File: src/rtl/fwd_hazard_unit.sv
// fwd_hazard_unit
//
// Forwarding-select and load-use hazard controller for a 5-stage RV32I
// pipeline (IF/ID/EX/MEM/WB). The unit keeps a shadow copy of the
// destination info of the instructions it has issued into EX and MEM.
// Each cycle it compares the ID instruction's sources against those
// shadows. It then registers the operand selects used by the EX-stage
// 3:1 operand muxes.
//
// Select encoding: 00 register file, 01 MEM/WB result, 10 EX/MEM result,
// 11 zero (source is x0).
//
// Ports
//   clk_i, rst_n_i       clock (rising edge), asynchronous active-low reset
//   id_valid_i           ID holds a real instruction
//   id_rs1_i, id_rs2_i   ID source registers
//   id_use_rs1_i/rs2_i   the ID instruction actually reads rs1 / rs2
//   id_rd_i              ID destination register
//   id_regwrite_i        ID instruction writes rd
//   id_memread_i         ID instruction is a load
//   flush_i              squash the ID instruction
//   hold_i               global pipeline freeze
//   fwd_a_sel_o          rs1 operand select for the instruction in EX
//   fwd_b_sel_o          rs2 operand select for the instruction in EX
//   stall_o              load-use stall (combinational)
//   stall_cnt_o          saturating count of stall cycles
module fwd_hazard_unit #(
    parameter int REG_AW = 5,
    parameter int CNT_W  = 16
) (
    input  logic              clk_i,
    input  logic              rst_n_i,
    input  logic              id_valid_i,
    input  logic [REG_AW-1:0] id_rs1_i,
    input  logic [REG_AW-1:0] id_rs2_i,
    input  logic              id_use_rs1_i,
    input  logic              id_use_rs2_i,
    input  logic [REG_AW-1:0] id_rd_i,
    input  logic              id_regwrite_i,
    input  logic              id_memread_i,
    input  logic              flush_i,
    input  logic              hold_i,
    output logic [1:0]        fwd_a_sel_o,
    output logic [1:0]        fwd_b_sel_o,
    output logic              stall_o,
    output logic [CNT_W-1:0]  stall_cnt_o
);

    // Shadow entries for the instructions currently in EX and MEM.
    logic              ex_valid, ex_regwrite, ex_memread;
    logic [REG_AW-1:0] ex_rd;
    logic              mem_valid, mem_regwrite, mem_memread;
    logic [REG_AW-1:0] mem_rd;

    logic       ex_writer, mem_writer;
    logic [1:0] sel_a_next, sel_b_next;

    // Writes to x0 are discarded by the register file, so they never forward.
    assign ex_writer  = ex_valid  & ex_regwrite  & (ex_rd  != '0);
    assign mem_writer = mem_valid & mem_regwrite & (mem_rd != '0);

    // A load sitting in EX has no data yet for a dependent instruction in ID.
    // A flushed ID instruction is about to be discarded, so it never stalls.
    assign stall_o = id_valid_i & ~flush_i & ex_valid & ex_memread & (ex_rd != '0)
                   & ((id_use_rs1_i & (id_rs1_i == ex_rd))
                   |  (id_use_rs2_i & (id_rs2_i == ex_rd)));

    // Nearest producer wins. The EX entry is the younger writer, so it is
    // checked before the MEM entry.
    function automatic logic [1:0] sel_for(
        input logic [REG_AW-1:0] rs,
        input logic              exw,
        input logic [REG_AW-1:0] exrd,
        input logic              memw,
        input logic [REG_AW-1:0] memrd
    );
        if (rs == '0)                 return 2'b11;
        else if (exw && rs == exrd)   return 2'b10;
        else if (memw && rs == memrd) return 2'b01;
        else                          return 2'b00;
    endfunction

    always_comb begin
        sel_a_next = sel_for(id_rs1_i, ex_writer, ex_rd, mem_writer, mem_rd);
        sel_b_next = sel_for(id_rs2_i, ex_writer, ex_rd, mem_writer, mem_rd);
    end

    always_ff @(posedge clk_i or negedge rst_n_i) begin
        if (!rst_n_i) begin
            ex_valid     <= 1'b0;
            ex_rd        <= '0;
            ex_regwrite  <= 1'b0;
            ex_memread   <= 1'b0;
            mem_valid    <= 1'b0;
            mem_rd       <= '0;
            mem_regwrite <= 1'b0;
            mem_memread  <= 1'b0;
            fwd_a_sel_o  <= 2'b00;
            fwd_b_sel_o  <= 2'b00;
            stall_cnt_o  <= '0;
        end else if (hold_i) begin
            // Frozen pipeline: every register keeps its value.
        end else begin
            // EX always advances into MEM unless the pipeline is held.
            mem_valid    <= ex_valid;
            mem_rd       <= ex_rd;
            mem_regwrite <= ex_regwrite;
            mem_memread  <= ex_memread;
            if (flush_i || stall_o) begin
                // A bubble enters EX. Its selects are irrelevant, so they are parked at 00.
                ex_valid    <= 1'b0;
                ex_rd       <= '0;
                ex_regwrite <= 1'b0;
                ex_memread  <= 1'b0;
                fwd_a_sel_o <= 2'b00;
                fwd_b_sel_o <= 2'b00;
                // stall_o is already low during a flush, so only true stalls count.
                if (stall_o && (stall_cnt_o != {CNT_W{1'b1}})) begin
                    stall_cnt_o <= stall_cnt_o + 1'b1;
                end
            end else begin
                // An invalid ID slot becomes a bubble. Its selects still latch,
                // but nothing downstream uses them.
                ex_valid    <= id_valid_i;
                ex_rd       <= id_rd_i;
                ex_regwrite <= id_regwrite_i;
                ex_memread  <= id_memread_i;
                fwd_a_sel_o <= sel_a_next;
                fwd_b_sel_o <= sel_b_next;
            end
        end
    end

endmodule

File: config.mk
export PLATFORM = sky130hd
export DESIGN_NAME = fwd_hazard_unit
export DESIGN_NICKNAME = d
export VERILOG_FILES = /design/src/rtl/fwd_hazard_unit.sv
export SDC_FILE = /design/constraint.sdc
export NUM_CORES = 1
export LEC_CHECK = 0
export ABC_CLOCK_PERIOD_IN_PS = 1940
export BUFFER_PORTS_ARGS = -buffer_cell sky130_fd_sc_hd__buf_2
export CORE_MARGIN = 2
export CORE_UTILIZATION = 48
export DETAILED_ROUTE_END_ITERATION = 10
export MAX_ROUTING_LAYER = met4
export PLACE_DENSITY = 0.76
export SYNTH_ARGS = -nofsm -noshare
export SYNTH_HDL_FRONTEND = slang
export SYNTH_SLANG_ARGS = --single-unit
File: constraint.sdc
create_clock -name clk_i -period 1.94 [get_ports clk_i]
set_input_delay 0.388 -clock clk_i [delete_from_list [all_inputs] [get_ports clk_i]]
set_output_delay 0.388 -clock clk_i [all_outputs]
set_load 0.01 [all_outputs]
==> impl_metrics.json, run 1 <==
{
  "run_status": "finished with violations",
  "violations_in_the_final_reports": "setup timing",
  "cap_violations": 0,
  "power_per_cell_area_nw_per_um2": 661.9,
  "slew_headroom_pct": 50.11,
  "regToRegStartpoint": "ex_rd[2]",
  "vdd_ir_drop_max_uv": 532.0,
  "max_freq_ghz": 0.4791,
  "async_reset_ff_share_pct": 100.0,
  "pwr-share-clk_pct": 36.8,
  "combinationalPowerShare_pct": 13.8,
  "cp_num_buf_inv": 1,
  "post-route-period-util_pct": 107.6,
  "first_pass_grt_wire_length_um": 7044,
  "totalNegativeSetupSlack_ns": -1.291,
  "cellLeakagePower_nw": 1.158,
  "dominant_combinational_cell_family_by_area_after_synthesis": "simple AND/OR/NAND/NOR gates",
  "ant_nets": 0,
  "share_of_synthesized_area_occupied_by_flip_flops_and_latches_pct": 47.33,
  "globalRoute.totalOverflow": 0,
  "insertedDiodeCount": 0,
  "worst_r2r_endpoint": "fwd_b_sel_o[1]",
  "timing.critical_path.slowest_cell_delay_ns": 0.55,
  "slowest_stage": "or4_4",
  "final_layout_size_suffix_gt1_share_pct": 39.42,
  "synth_cells": 171,
  "worst-path-max-fanout": 2,
  "crit_path_cell_trace": "or4_4, o21ai_4, nor3_2, o21a_2, buf_6",
  "rsz0062_at_grt": "true",
  "cts_max_level": 2,
  "post-route-drc-count": 0,
  "drt_first_pass_iters": 4,
  "hold-worst-slack_ns": 0.1549,
  "cts_hold_repair.buffers": 0,
  "detail_route.iter0.violations": 110,
  "tritoncts": "done",
  "initial_core_util_pct": 50.17,
  "die_area_um2": 4368,
  "power_switching_share_pct": 25.04,
  "synth_adder_area_share_pct": 0.6761,
  "synthToLayoutAreaGrowth_pct": 30.97,
  "post_synth_xor_area_fraction_pct": 15.62,
  "min_path_type": "in -> async",
  "ys.warnings.count": 0,
  "post_synthesis_sequential_element_count": 35,
  "clock_latency_ns": 0.29,
  "syn_avg_cell_area_um2": 10.82,
  "place_congestion": 0.8516,
  "root_driver": "clkbuf_8",
  "timing_hold_violations_final": 0,
  "ctsLongestPathBuffers": 2,
  "netlist_top_cells_count": "dfrtp_1, xnor2_1, nand3_1",
  "p_seq_share_pct": 49.4,
  "power_switching_uw": 401.6,
  "dpl.hpwl_um": 3084,
  "timing.final.max_slew_violations": 0,
  "antenna_found_initial": 0,
  "timing.final.crit_period_ns": 2.087,
  "drt_wl_total_um": 4202,
  "floorplan.core_area_um2": 3689,
  "place.port_buffers": 44,
  "dominantRegCellSynth": "dfrtp_1",
  "die_h_um": 66.09,
  "synth_compound_area_share_pct": 7.370,
  "setup.worst_path.end_class": "output port",
  "max_slew.worst_pin.slew_ns": 0.7483,
  "worst_ep_required_ns": 1.55,
  "boundaryPins": 45,
  "std_cell_rows": 22,
  "reg2regPathDepth": 11,
  "cpLargestDelayFamily": "simple AND/OR/NAND/NOR gates",
  "register_to_register_path_setup_slack_ns": -0.12,
  "numClockSinks": 35,
  "path_clk_slew_ns": 0.07,
  "die_width_um": 66.09,
  "skew_ns": 0.008164,
  "synthesis.area_um2": 1851,
  "final_area_um2": 2424,
  "syn_nets": 196,
  "synthSimpleGateAreaFrac_pct": 21.23,
  "total_power_mw": 1.604,
  "critical_path_class": "reg -> out",
  "most_repeated_cell_in_the_gate_level_netlist_after_synthesis": "dfrtp_1",
  "via_count_of_the_first_global_routing_pass": 1565,
  "finalNetCount": 265,
  "detailed_place.area_um2": 2220,
  "yosys.cell_types.count": 35,
  "final-setup-viol-count": 18,
  "synth.top_cell.area_share_pct": 47.33,
  "routedWlPerCell_um": 14.54,
  "detailed_route_vias_per_instance": 5.405,
  "grt_start_max_net_pins": 36,
  "synth.area.mux_share_pct": 5.680,
  "numCtsBuffers": 5,
  "grtUsageTotal_pct": 22.10,
  "via_count": 1562,
  "netlist.top_cell.by_area": "dfrtp_1",
  "power_report.internal_total_mw": 1.202,
  "worst_setup_path_start_kind": "register",
  "cp.arrival_ns": 1.70,
  "synth_enable_flop_cells": 0,
  "synth_top_cells_by_area": "dfrtp_1, xnor2_1, mux2_2",
  "fin_ws_ns": -0.1472
}
routing by layer:
layer | vias up | global-route usage (%) | wire (um)
li1 | 755 | - | -
met2 | 45 | 34.00 | 1996
met4 | 0 | 9.694 | 79
met5 | - | - | 0
met3 | 8 | 6.133 | 227
met1 | 754 | 27.32 | 1898
registers in the layout, indices dropped and copies added, names as in the netlist:
signal        flops
ex_memread        1
stall_cnt_o      16
mem_rd            5
ex_rd             5
fwd_b_sel_o       2
ex_valid          1
mem_regwrite      1
fwd_a_sel_o       2
ex_regwrite       1
mem_valid         1
per-stage QoR:
| step | instances | worst slack [ns] | utilization (%) |
|---|---|---|---|
| 5_1_grt | 289 | -0.1941 | 65.71 |
| 2_1_floorplan | 171 | 0.004142 | - |
| 3_3_place_gp | 273 | 0.01647 | 60.18 |
| 6_report | 289 | -0.1472 | 65.71 |
| 3_5_place_dp | 273 | -0.06257 | 60.18 |
| 4_1_cts | 289 | -0.1486 | 65.13 |
what timing repair did:
item / 4_1_cts / 5_1_grt
pin swaps: 3 / 5
setup endpoints to repair: 18 / 28
buffers inserted: 8 / 0
gates resized for setup: 5 / 5
cells by family (layout without fill, tap and decap cells):
| logic type | after synthesis | after routing |
|---|---|---|
| muxes | 9 | 9 |
| DFF | 35 | 35 |
| and+or+nand+nor | 66 | 66 |
| AOI/OAI and AO/OA | 19 | 19 |
| xor gates and xnor gates | 33 | 33 |
| buffers and inverters | 8 | 78 |
| adders and majority gates | 1 | 1 |
cell usage in the layout, fill, tap and decap left out, types with 2 or more instances in the layout:
cell | Yosys | final
buf_2 | 1 | 43
o21ai_2 | 1 | 2
nor2_1 | 6 | 6
xnor2_1 | 28 | 28
nand4b_1 | 2 | 2
nand4_1 | 10 | 10
a21oi_1 | 2 | 2
or4_1 | 4 | 3
buf_6 | 1 | 3
o21ai_1 | 4 | 2
nor4_1 | 2 | 2
nand2_1 | 9 | 9
clkbuf_8 | 0 | 7
and4_1 | 2 | 2
and2_1 | 3 | 3
mux2_2 | 8 | 8
and3_1 | 7 | 7
dfrtp_1 | 35 | 34
a22o_1 | 8 | 8
buf_4 | 0 | 22
inv_1 | 2 | 2
nand3_1 | 13 | 13
xor2_1 | 5 | 5
power by group through the flow:
stage | sequential (mW) | combinational, mW | clock (mW)
3_3_place_gp | 0.803 | 0.196 | 0
5_1_grt | 0.797 | 0.246 | 0.639
4_1_cts | 0.791 | 0.219 | 0.606
3_5_place_dp | 0.804 | 0.200 | 0
2_1_floorplan | 0.801 | 0.111 | 0
6_report | 0.792 | 0.222 | 0.590
worst reg2reg max path, cell delays in order, from the launching register on:
cell      delay (ns)
dfrtp_1         0.38
or4_4           0.55
o21ai_4         0.16
buf_4           0.13
buf_4           0.09
buf_4           0.09
buf_4           0.09
buf_4           0.09
nor2_1          0.05
nand4b_1        0.11
nor2b_1         0.14
o21ai_1         0.08
how the worst max path moves through the flow:
stage / from / to / slack (ns) / cells past startpoint
after CTS: ex_rd[1] / stall_o / -0.15 / 5
final: ex_rd[2] / stall_o / -0.15 / 5
after floorplan: ex_rd[1] / stall_cnt_o[1] / 0.004 / 7
after detailed placement: ex_rd[1] / stall_cnt_o[1] / -0.06 / 6
after global routing: ex_rd[2] / fwd_a_sel_o[1] / -0.19 / 11
after global placement: ex_rd[1] / stall_cnt_o[1] / 0.02 / 6
layout make-up:
class / instances / area, um^2
Clock buffer: 7 / 96.34
Sequential cell: 35 / 877.1
Tap cell: 48 / 60.06
Clock inverter: 1 / 7.507
Inverter: 2 / 7.507
Fill cell: 313 / 1265
Timing Repair Buffer: 68 / 414.1
Multi-Input combinational cell: 128 / 960.9
Power figures use the tool's default switching activity.
==> inputs of run 2 (changes only) <==
- BUFFER_PORTS_ARGS: -buffer_cell sky130_fd_sc_hd__buf_2 -> unset
- CORE_UTILIZATION: 48 -> 55
- DONT_BUFFER_PORTS: unset -> 1
- PLACE_DENSITY: 0.76 -> 0.73
==> impl_metrics.json, run 2 (synthesized netlist as in run 1, its figures left out) <==
{
  "run_status": "finished with violations",
  "violations_in_the_final_reports": "setup timing",
  "max_freq_ghz": 0.4604,
  "timing.critical_path.slowest_cell_delay_ns": 0.54,
  "std_cell_rows": 21,
  "largest_register_ffs": 16,
  "timing.final.crit_period_ns": 2.172,
  "clock_latency_ns": 0.36,
  "die_area_um2": 3845,
  "cellLeakagePower_nw": 0.9384,
  "insertedDiodeCount": 0,
  "cts_max_level": 2,
  "place.port_buffers": 0,
  "post-place-ws_ns": -0.007555,
  "crit_path_cell_trace": "or4_4, o21ai_4, nor3_2, o21a_2, buf_6",
  "first_pass_grt_wire_length_um": 6368,
  "max_slew.worst_pin.slew_ns": 0.2972,
  "drt_first_pass_iters": 4,
  "skew_ns": 0.01049,
  "numClockSinks": 35,
  "final_area_um2": 2168,
  "floorplan.core_area_um2": 3284,
  "rsz0062_at_grt": "true",
  "globalRoute.totalOverflow": 0,
  "cp.arrival_ns": 1.78,
  "finalNetCount": 216,
  "top_register_by_number_of_flip_flops": "stall_cnt_o",
  "hold-worst-slack_ns": 0.1161,
  "drt_wl_total_um": 4173,
  "root_driver": "clkbuf_4",
  "numCtsBuffers": 5,
  "via_count_of_the_first_global_routing_pass": 1513,
  "detailed_place.area_um2": 1974,
  "detail_route.iter0.violations": 65,
  "slew_headroom_pct": 80.17,
  "boundaryPins": 45,
  "die_h_um": 62.01,
  "antenna_found_initial": 0,
  "post-place-cells": 224,
  "hold-path-cell-count": 1,
  "post-route-period-util_pct": 112.0,
  "dpl.hpwl_um": 2930,
  "layout_common_cells": "dfrtp_1, xnor2_1, nand3_1, buf_4, nand4_1",
  "final_layout_size_suffix_gt1_share_pct": 23.44,
  "worst_ep_required_ns": 1.55,
  "path_clk_slew_ns": 0.11,
  "register_to_register_path_setup_slack_ns": -0.14,
  "critical_path_class": "reg -> out",
  "initial_core_util_pct": 56.34,
  "worst-path-max-fanout": 6,
  "synthToLayoutAreaGrowth_pct": 17.17,
  "cap_violations": 0,
  "ant_nets": 0,
  "grt_start_max_net_pins": 36,
  "layout_commonest_cell": "dfrtp_1",
  "reg_top3": "stall_cnt_o x16, ex_rd x5, mem_rd x5",
  "timing.final.max_slew_violations": 0,
  "grtUsageTotal_pct": 23.97,
  "final-setup-viol-count": 16,
  "routedWlPerCell_um": 17.53,
  "total_power_mw": 1.525,
  "final_cell_count_no_fill": 238,
  "tritoncts": "done",
  "timing_hold_violations_final": 0,
  "vdd_ir_drop_max_uv": 444.3,
  "post-route-drc-count": 0,
  "fin_ws_ns": -0.2322,
  "reg2regPathDepth": 7,
  "setup.worst_path.end_class": "output port",
  "worst_setup_path_start_kind": "register",
  "ctsLongestPathBuffers": 2,
  "place_congestion": 0.8742,
  "power_per_cell_area_nw_per_um2": 703.5,
  "min_path_type": "in -> reg",
  "die_width_um": 62.01,
  "slowest_stage": "or4_4",
  "detailed_route_vias_per_instance": 5.933,
  "via_count": 1412
}
-- run 2: cell types whose count changed in the layout (fill, tap and decap cells not counted), moves of 5 or more --
cell      before  now
buf_4         22   13
clkbuf_8       7    1
clkbuf_4       0    5
buf_2         43    0
-- run 2: per-stage QoR --
stage               utilization, %   TNS (ns)
floorplan                        -          0
global placement             60.11          0
finish                       66.02     -1.322
CTS                          65.18     -2.184
global route                 66.02     -2.439
detailed placement           60.11  -0.007555
-- run 2: timing repair --
action	in CTS	in global routing
hold endpoints to repair	35	0
endpoints found under the setup margin	3	24
resized for setup	8	5
setup buffers	3	2
hold buffers	2	0
pin swaps	10	6
-- run 2: area by class of cell --
class                           count  area (um^2)
Multi-Input combinational cell    128        968.4
Sequential cell                    35        875.8
Clock buffer                        6        51.30
Clock inverter                      2        35.03
Fill cell                         269         1116
Timing Repair Buffer               19        172.7
Inverter                            2        7.507
Tap cell                           46        57.56
-- run 2: path summary, 6_finish.rpt --
path	from	to
min in group asynchronous	rst_n_i	fwd_a_sel_o[1]
setup / recovery	ex_rd[1]	stall_o
setup reg to reg	ex_rd[1]	fwd_a_sel_o[1]
hold reg to reg	mem_regwrite	mem_regwrite
hold / removal	hold_i	mem_regwrite
max in group asynchronous	rst_n_i	ex_rd[1]
-- run 2: critical path, delay by kind of cell, from the launching register on --
family / cells / cell delay [ns]
AND/OR/NAND/NOR: 2 / 0.61
flip-flops: 1 / 0.39
AO/OA/AOI/OAI: 2 / 0.30
buffers and inverters: 1 / 0.14
-- run 2: power by group --
| group | internal (mW) | switching [mW] | total, mW |
|---|---|---|---|
| Sequential | 0.759 | 0.0348 | 0.794 |
| Clock | 0.304 | 0.258 | 0.562 |
| Combinational | 0.0962 | 0.0730 | 0.169 |
| Total | 1.16 | 0.366 | 1.53 |
-- run 2: per-layer routing --
layer	GRT usage (%)	vias up	share of wire, %
met3	8.903	8	7.2
met1	25.27	707	40
met2	39.58	46	50
met4	11.25	0	1.8
met5	-	-	0
li1	-	651	-
